`src/rtl/execute_stage.sv`:
```
// execute_stage: execute/writeback stage holding the 16x32 register file, NZCV flags, ALU, branch resolve and data-memory port.
// Latency: ALU, branch and store resolve in one cycle; loads take two (stall in the first, writeback in the second).
// Backpressure: clk_en=0 freezes all state; stall holds fetch during a load. EXEC_ALIGN_CHECK_EN enables alignment/special checks with sticky err_bits.
module execute_stage (
    input  logic        clk,
    input  logic        rst,
    input  logic        clk_en,
    input  logic [31:0] pc,
    input  logic        branch,
    input  logic        loadStore,
    input  logic        dataRegisterImm,
    input  logic        specialEncoding,
    input  logic        setFlags,
    input  logic [2:0]  aluFunction,
    input  logic        regWrite,
    input  logic [3:0]  out_destRegister,
    input  logic [3:0]  out_sourceFirstReg,
    input  logic [3:0]  out_sourceSecReg,
    input  logic [15:0] out_imm,
    input  logic [3:0]  branchInstruction,
    input  logic [31:0] dataIn,
    output logic        writeFlag,
    output logic [31:0] dataOut,
    output logic [31:0] addressIn,
    output logic        branch_taken,
    output logic [31:0] branch_target,
    output logic        stall,
    output logic [3:0]  flags,
    output logic [1:0]  err_bits
);
    localparam int NUM_REGS = 16;
    localparam int DATA_W   = 32;

    typedef enum logic [0:0] {S_EXEC, S_LOAD_WB} state_t;

    state_t              state_q, state_d;
    logic [DATA_W-1:0]   regs_q [NUM_REGS];
    logic [DATA_W-1:0]   regs_d [NUM_REGS];
    logic [3:0]          flags_q, flags_d;
    logic [DATA_W-1:0]   ld_addr_q, ld_addr_d;
    logic [3:0]          ld_dest_q, ld_dest_d;

    logic [DATA_W-1:0]   a_op, b_op, mem_addr, alu_res;
    logic [DATA_W:0]     sum33, dif33;
    logic                alu_c, alu_v, cond_ok;
    logic                in_exec, is_load, is_store;
    logic                load_go, store_go, alu_wr, flag_wr;
    logic                align_fault, spec_fault;

    // Operand fetch and memory address; register reads see pre-edge contents
    always_comb begin
        a_op     = regs_q[out_sourceFirstReg];
        b_op     = dataRegisterImm ? {16'h0000, out_imm} : regs_q[out_sourceSecReg];
        mem_addr = a_op + {16'h0000, out_imm};
    end

    // ALU with NZCV carry/overflow generation; C and V hold for logical ops
    always_comb begin
        sum33   = {1'b0, a_op} + {1'b0, b_op};
        dif33   = {1'b0, a_op} + {1'b0, ~b_op} + 33'd1;
        alu_res = '0;
        alu_c   = flags_q[1];
        alu_v   = flags_q[0];
        case (aluFunction)
            3'b000: begin
                alu_res = sum33[DATA_W-1:0];
                alu_c   = sum33[DATA_W];
                alu_v   = (a_op[31] == b_op[31]) && (alu_res[31] != a_op[31]);
            end
            3'b001: begin
                alu_res = dif33[DATA_W-1:0];
                alu_c   = dif33[DATA_W];
                alu_v   = (a_op[31] != b_op[31]) && (alu_res[31] != a_op[31]);
            end
            3'b010:  alu_res = a_op & b_op;
            3'b011:  alu_res = a_op | b_op;
            3'b100:  alu_res = a_op ^ b_op;
            3'b101:  alu_res = a_op << b_op[4:0];
            3'b110:  alu_res = a_op >> b_op[4:0];
            default: alu_res = b_op;
        endcase
    end

    // Branch condition on the flags as they stand before this cycle's update
    always_comb begin
        case (branchInstruction)
            4'h0:    cond_ok = flags_q[2];
            4'h1:    cond_ok = !flags_q[2];
            4'h2:    cond_ok = flags_q[1];
            4'h3:    cond_ok = !flags_q[1];
            4'h4:    cond_ok = flags_q[3];
            4'h5:    cond_ok = !flags_q[3];
            4'h6:    cond_ok = flags_q[0];
            4'h7:    cond_ok = !flags_q[0];
            4'h8:    cond_ok = flags_q[1] && !flags_q[2];
            4'h9:    cond_ok = !flags_q[1] || flags_q[2];
            4'hA:    cond_ok = (flags_q[3] == flags_q[0]);
            4'hB:    cond_ok = (flags_q[3] != flags_q[0]);
            4'hC:    cond_ok = !flags_q[2] && (flags_q[3] == flags_q[0]);
            4'hD:    cond_ok = flags_q[2] || (flags_q[3] != flags_q[0]);
            4'hE:    cond_ok = 1'b1;
            default: cond_ok = 1'b0;
        endcase
    end

`ifdef EXEC_ALIGN_CHECK_EN
    logic [1:0] err_q, err_d;

    assign align_fault = loadStore && (mem_addr[1:0] != 2'b00);
    assign spec_fault  = specialEncoding;
    assign err_bits    = err_q;

    // Sticky error capture; only decoded instructions in S_EXEC can raise errors
    always_comb begin
        err_d = err_q;
        if (in_exec && align_fault) err_d[0] = 1'b1;
        if (in_exec && spec_fault)  err_d[1] = 1'b1;
    end

    // Error register, cleared only by reset
    always_ff @(posedge clk) begin
        if (rst)         err_q <= 2'b00;
        else if (clk_en) err_q <= err_d;
    end
`else
    assign align_fault = 1'b0;
    assign spec_fault  = 1'b0;
    assign err_bits    = 2'b00;
`endif

    // Decode qualification; in S_LOAD_WB the decode inputs are ignored entirely
    always_comb begin
        in_exec  = (state_q == S_EXEC);
        is_load  = loadStore && regWrite;
        is_store = loadStore && !regWrite;
        load_go  = in_exec && is_load  && !align_fault && !spec_fault;
        store_go = in_exec && is_store && !align_fault && !spec_fault;
        alu_wr   = in_exec && regWrite && !loadStore && !branch && !specialEncoding;
        flag_wr  = in_exec && setFlags && !loadStore && !branch && !spec_fault;
    end

    // Output drive; strobes are masked during reset and write strobe also by clk_en
    always_comb begin
        writeFlag     = store_go && clk_en && !rst;
        stall         = load_go && !rst;
        branch_taken  = in_exec && branch && cond_ok && !rst;
        branch_target = pc + {{14{out_imm[15]}}, out_imm, 2'b00};
        addressIn     = in_exec ? mem_addr : ld_addr_q;
        dataOut       = regs_q[out_destRegister];
        flags         = flags_q;
    end

    // Next-state: load writeback has priority because decode is ignored in S_LOAD_WB
    always_comb begin
        for (int i = 0; i < NUM_REGS; i++) regs_d[i] = regs_q[i];
        state_d   = S_EXEC;
        flags_d   = flags_q;
        ld_addr_d = ld_addr_q;
        ld_dest_d = ld_dest_q;
        if (!in_exec) begin
            regs_d[ld_dest_q] = dataIn;
        end else begin
            if (alu_wr)  regs_d[out_destRegister] = alu_res;
            if (flag_wr) flags_d = {alu_res[31], (alu_res == '0), alu_c, alu_v};
            if (load_go) begin
                state_d   = S_LOAD_WB;
                ld_addr_d = mem_addr;
                ld_dest_d = out_destRegister;
            end
        end
    end

    // State registers; reset abandons any pending load
    always_ff @(posedge clk) begin
        if (rst) begin
            state_q   <= S_EXEC;
            flags_q   <= '0;
            ld_addr_q <= '0;
            ld_dest_q <= '0;
            for (int i = 0; i < NUM_REGS; i++) regs_q[i] <= '0;
        end else if (clk_en) begin
            state_q   <= state_d;
            flags_q   <= flags_d;
            ld_addr_q <= ld_addr_d;
            ld_dest_q <= ld_dest_d;
            for (int i = 0; i < NUM_REGS; i++) regs_q[i] <= regs_d[i];
        end
    end
endmodule
```
`config.mk`:
```
export PLATFORM = sky130hd
export DESIGN_NAME = execute_stage
export DESIGN_NICKNAME = d
export VERILOG_FILES = /design/src/rtl/execute_stage.sv
export SDC_FILE = /design/constraint.sdc
export NUM_CORES = 2
export LEC_CHECK = 0
export ABC_AREA = 0
export BUFFER_PORTS_ARGS = -buffer_cell sky130_fd_sc_hd__clkbuf_2
export CORE_MARGIN = 2
export CORE_UTILIZATION = 65
export CTS_CLUSTER_SIZE = 10
export DETAILED_ROUTE_END_ITERATION = 10
export PLACE_DENSITY = 0.8
export RECOVER_POWER = 100
export SETUP_SLACK_MARGIN = 0.15
export SLEW_MARGIN = 25
export SYNTH_ARGS = -nofsm -noshare
export SYNTH_HDL_FRONTEND = slang
export SYNTH_SLANG_ARGS = --single-unit
```
`constraint.sdc`:
```
create_clock -name clk -period 10.9 [get_ports clk]
set_input_delay 1.09 -clock clk [delete_from_list [all_inputs] [get_ports clk]]
set_output_delay 1.09 -clock clk [all_outputs]
set_load 0.05 [all_outputs]
```
==> impl_metrics.env <==
export IMPL_avgSynthCellArea_um2=9.961
export IMPL_ir_drop_mv=0.1237
export IMPL_critPathRequiredTime_ns=11.31
export IMPL_cts_tree="yes"
export IMPL_worst_setup_path_type="input port to register"
export IMPL_cts_sinks=553
export IMPL_rsz0062_at_grt="no"
export IMPL_power_leakage_nw=21.30
export IMPL_die_y_um=301.6
export IMPL_regToRegSetupSlack_ns=1.66
export IMPL_crit_path_end_kind="register"
export IMPL_hold_violations=0
export IMPL_timing_final_crit_share_pct=93.17
export IMPL_place_congestion=1.070
export IMPL_fin_setup_tns_ns=0
export IMPL_dp_cells=6626
export IMPL_drtIter0Drc=9824
export IMPL_cp_arrival_ns=10.56
export IMPL_grt_max_degree=250
export IMPL_yosys_area_top_type="edfxtp_1"
export IMPL_io_buffer_count=206
export IMPL_skew_ns=0.04239
export IMPL_track_usage_pct=48.95
export IMPL_p_clk_share_pct=25.5
export IMPL_worst_slew_pin_slew_ns=4.001
export IMPL_pwr_share_seq_pct=32.5
export IMPL_yosysMostFrequentCell="a211oi_1"
export IMPL_fin_area_um2=60430
export IMPL_die_w_um=301.6
export IMPL_status="finished with violations"
export IMPL_power_frac_comb_pct=42.0
export IMPL_ant_nets=0
export IMPL_via_per_inst=8.138
export IMPL_clk_pin_slew_ns=0.06
export IMPL_wl_per_cell_um=33.76
export IMPL_hpwl_mm=140.8
export IMPL_ys_flop_type="edfxtp_1"
export IMPL_antenna_found_initial=14
export IMPL_grt_pass1_wl_mm=333.4
export IMPL_layout_min_cycle_time_ns=10.16
export IMPL_grt_pass1_vias=51820
export IMPL_worstReg2RegEnd="regs_q[10][9]"
export IMPL_ys_warn_count=0
export IMPL_die_area_um2=90960
export IMPL_insertion_delay_ns=0.64
export IMPL_setup_viol=0
export IMPL_r2r_start="state_q"
export IMPL_final_cells=6741
export IMPL_netlist_area_um2=57570
export IMPL_synth_area_leaders="edfxtp_1 (27%), mux4_2 (19%), a211oi_1 (12%), mux2i_1 (10%), nor2_1 (4.9%)"
export IMPL_drt_pass1_iter_count=10
export IMPL_cp_start_kind="input port"
export IMPL_reg2reg_depth=4
export IMPL_switchingPower_w=0.003501
export IMPL_max_freq_mhz=98.47
export IMPL_relSlewSlack_pct=-166.8
export IMPL_async_flop_share_pct=0
export IMPL_drv_slew=1438
export IMPL_cts_root_buf="clkbuf_16"
export IMPL_ys_top_cells_by_count="a211oi_1 (894), nor2_1 (753), mux2i_1 (583)"
export IMPL_grt_ovfl_total=0
export IMPL_initial_core_util_pct=65.34
export IMPL_drc=0
export IMPL_switching_share_pct=41.54
export IMPL_path_max_fanout=49
export IMPL_post_cts_buffers=0
export IMPL_crit_start="out_destRegister[1]"
export IMPL_synth_edf_count=512
export IMPL_fp_row_count=109
export IMPL_drive_above_1_share_pct=16.99
export IMPL_final_nets=5789
export IMPL_failed_checks="capacitance limit, slew limit"
export IMPL_core_um2=88100
export IMPL_seq_area_frac_synth_pct=28.13
export IMPL_p_per_area_nw_per_um2=139.5
export IMPL_synth_cells=5779
export IMPL_holdCritStartpoint="ld_addr_q[13]"
export IMPL_cts_buffers=69
export IMPL_synth_seq_cells=553
export IMPL_p_int_w=0.004927
export IMPL_syn_to_final_growth_pct=4.971
export IMPL_hold_path_class="register to register"
export IMPL_routed_wirelength_mm=227.6
export IMPL_synth_top_cell_area_share_pct=26.71
export IMPL_cap_violations=34
export IMPL_cp_endpoint="regs_q[7][16]"
export IMPL_clk_path_buf_depth=3
export IMPL_holdBufCountCts=0
export IMPL_htree_levels=3
export IMPL_ctsResizeCount=0
export IMPL_vias=54860
export IMPL_io_pins=213
export IMPL_dpl_cell_area_um2=58640
export IMPL_synth_cell_types=94
## critical path: stages
cell and delay (ns):
clkbuf_1 2.39, clkbuf_1 2.64, nand3_1 2.01, clkbuf_1 1.38, o311a_1 0.74, a211oi_1 0.20
## final cells by class
cell class	count	area (um^2)
Antenna cell	8	20.02
Inverter	140	528.0
Sequential cell	553	16200
Tap cell	1165	1458
Timing Repair Buffer	323	1843
Multi-Input combinational cell	4449	38440
Fill cell	6724	27670
Clock inverter	14	120.1
Clock buffer	89	1822
## sequential cells by signal (all words and copies together), names as in the netlist
name / flops
ld_dest_q: 4
state_q: 1
regs_q: 512
flags: 4
ld_addr_q: 32
## per-stage QoR
step                utilization, %  setup WS, ns  hold slack, ns  power [W]
global placement             66.54         2.523          0.4396   0.006082
floorplan                        -        0.9068          0.4329   0.005166
finish                       68.59        0.7449          0.4592   0.008428
global route                 68.58         1.047          0.4787   0.008631
detailed placement           66.56         2.525          0.4498   0.006147
CTS                          68.76         2.490          0.4576   0.008255
## per-layer routing
| metal | wire length, um | track usage [%] | vias up | part of all wire (%) |
|---|---|---|---|---|
| met4 | 19060 | 34.95 | 8 | 8.4 |
| li1 | - | - | 22420 | - |
| met1 | 75070 | 61.94 | 26040 | 33 |
| met3 | 36920 | 17.04 | 1269 | 16 |
| met5 | 80 | 0.3704 | - | 0.035 |
| met2 | 96470 | 69.92 | 5123 | 42 |
## layout by cell type, fill, tap and decap left out, types with 14 or more instances in the layout
cell type	synthesis	routed
a211oi_1	894	893
a21o_1	16	16
a21oi_1	272	273
a22o_1	23	23
a22oi_1	45	45
a31oi_1	23	23
and3_1	27	26
buf_4	11	93
clkbuf_1	513	135
clkbuf_16	0	69
clkbuf_2	0	101
dfxtp_1	41	41
edfxtp_1	512	512
ha_1	142	142
inv_1	130	130
mux2_2	89	89
mux2i_1	583	583
mux4_2	479	479
nand2_1	269	269
nand2b_1	43	42
nand3_1	52	48
nand4_1	26	26
nor2_1	753	742
nor2b_1	34	34
nor3_1	61	49
o211a_1	25	25
o211ai_1	34	34
o21a_1	23	23
o21ai_0	127	128
o21bai_1	23	23
o22ai_1	25	26
o311a_1	19	19
or2_2	20	17
or3_1	14	14
xnor2_1	47	47
## how the worst min path moves through the flow
stage / end / slack [ns] / cells after the start
after floorplan: ld_addr_q[0] / 0.43 / 2
after global placement: ld_addr_q[0] / 0.44 / 2
after detailed placement: ld_addr_q[13] / 0.45 / 2
after CTS: ld_addr_q[13] / 0.46 / 2
after global routing: ld_addr_q[0] / 0.48 / 2
final: ld_addr_q[13] / 0.46 / 2
## power by group through the flow
| stage | logic [W] | clock network (W) | registers, W |
|---|---|---|---|
| after floorplan | 0.00245 | 0 | 0.00272 |
| after global placement | 0.00335 | 0 | 0.00273 |
| after detailed placement | 0.00339 | 0 | 0.00275 |
| after CTS | 0.00341 | 0.00213 | 0.00271 |
| after global routing | 0.00368 | 0.00220 | 0.00275 |
| final | 0.00354 | 0.00215 | 0.00274 |
## logic make-up after synthesis
family / count (synthesis) / share of synthesized area [%]
DFF: 553 / 28.13
other: 1 / 0.006514
buffers and inverters: 778 / 5.438
AOI/OAI and AO/OA: 1724 / 21.36
adders and majority gates: 145 / 3.191
muxes: 1155 / 30.70
xor gates and xnor gates: 60 / 0.9129
and+or+nand+nor: 1363 / 10.25
Power figures use the tool's default switching activity.
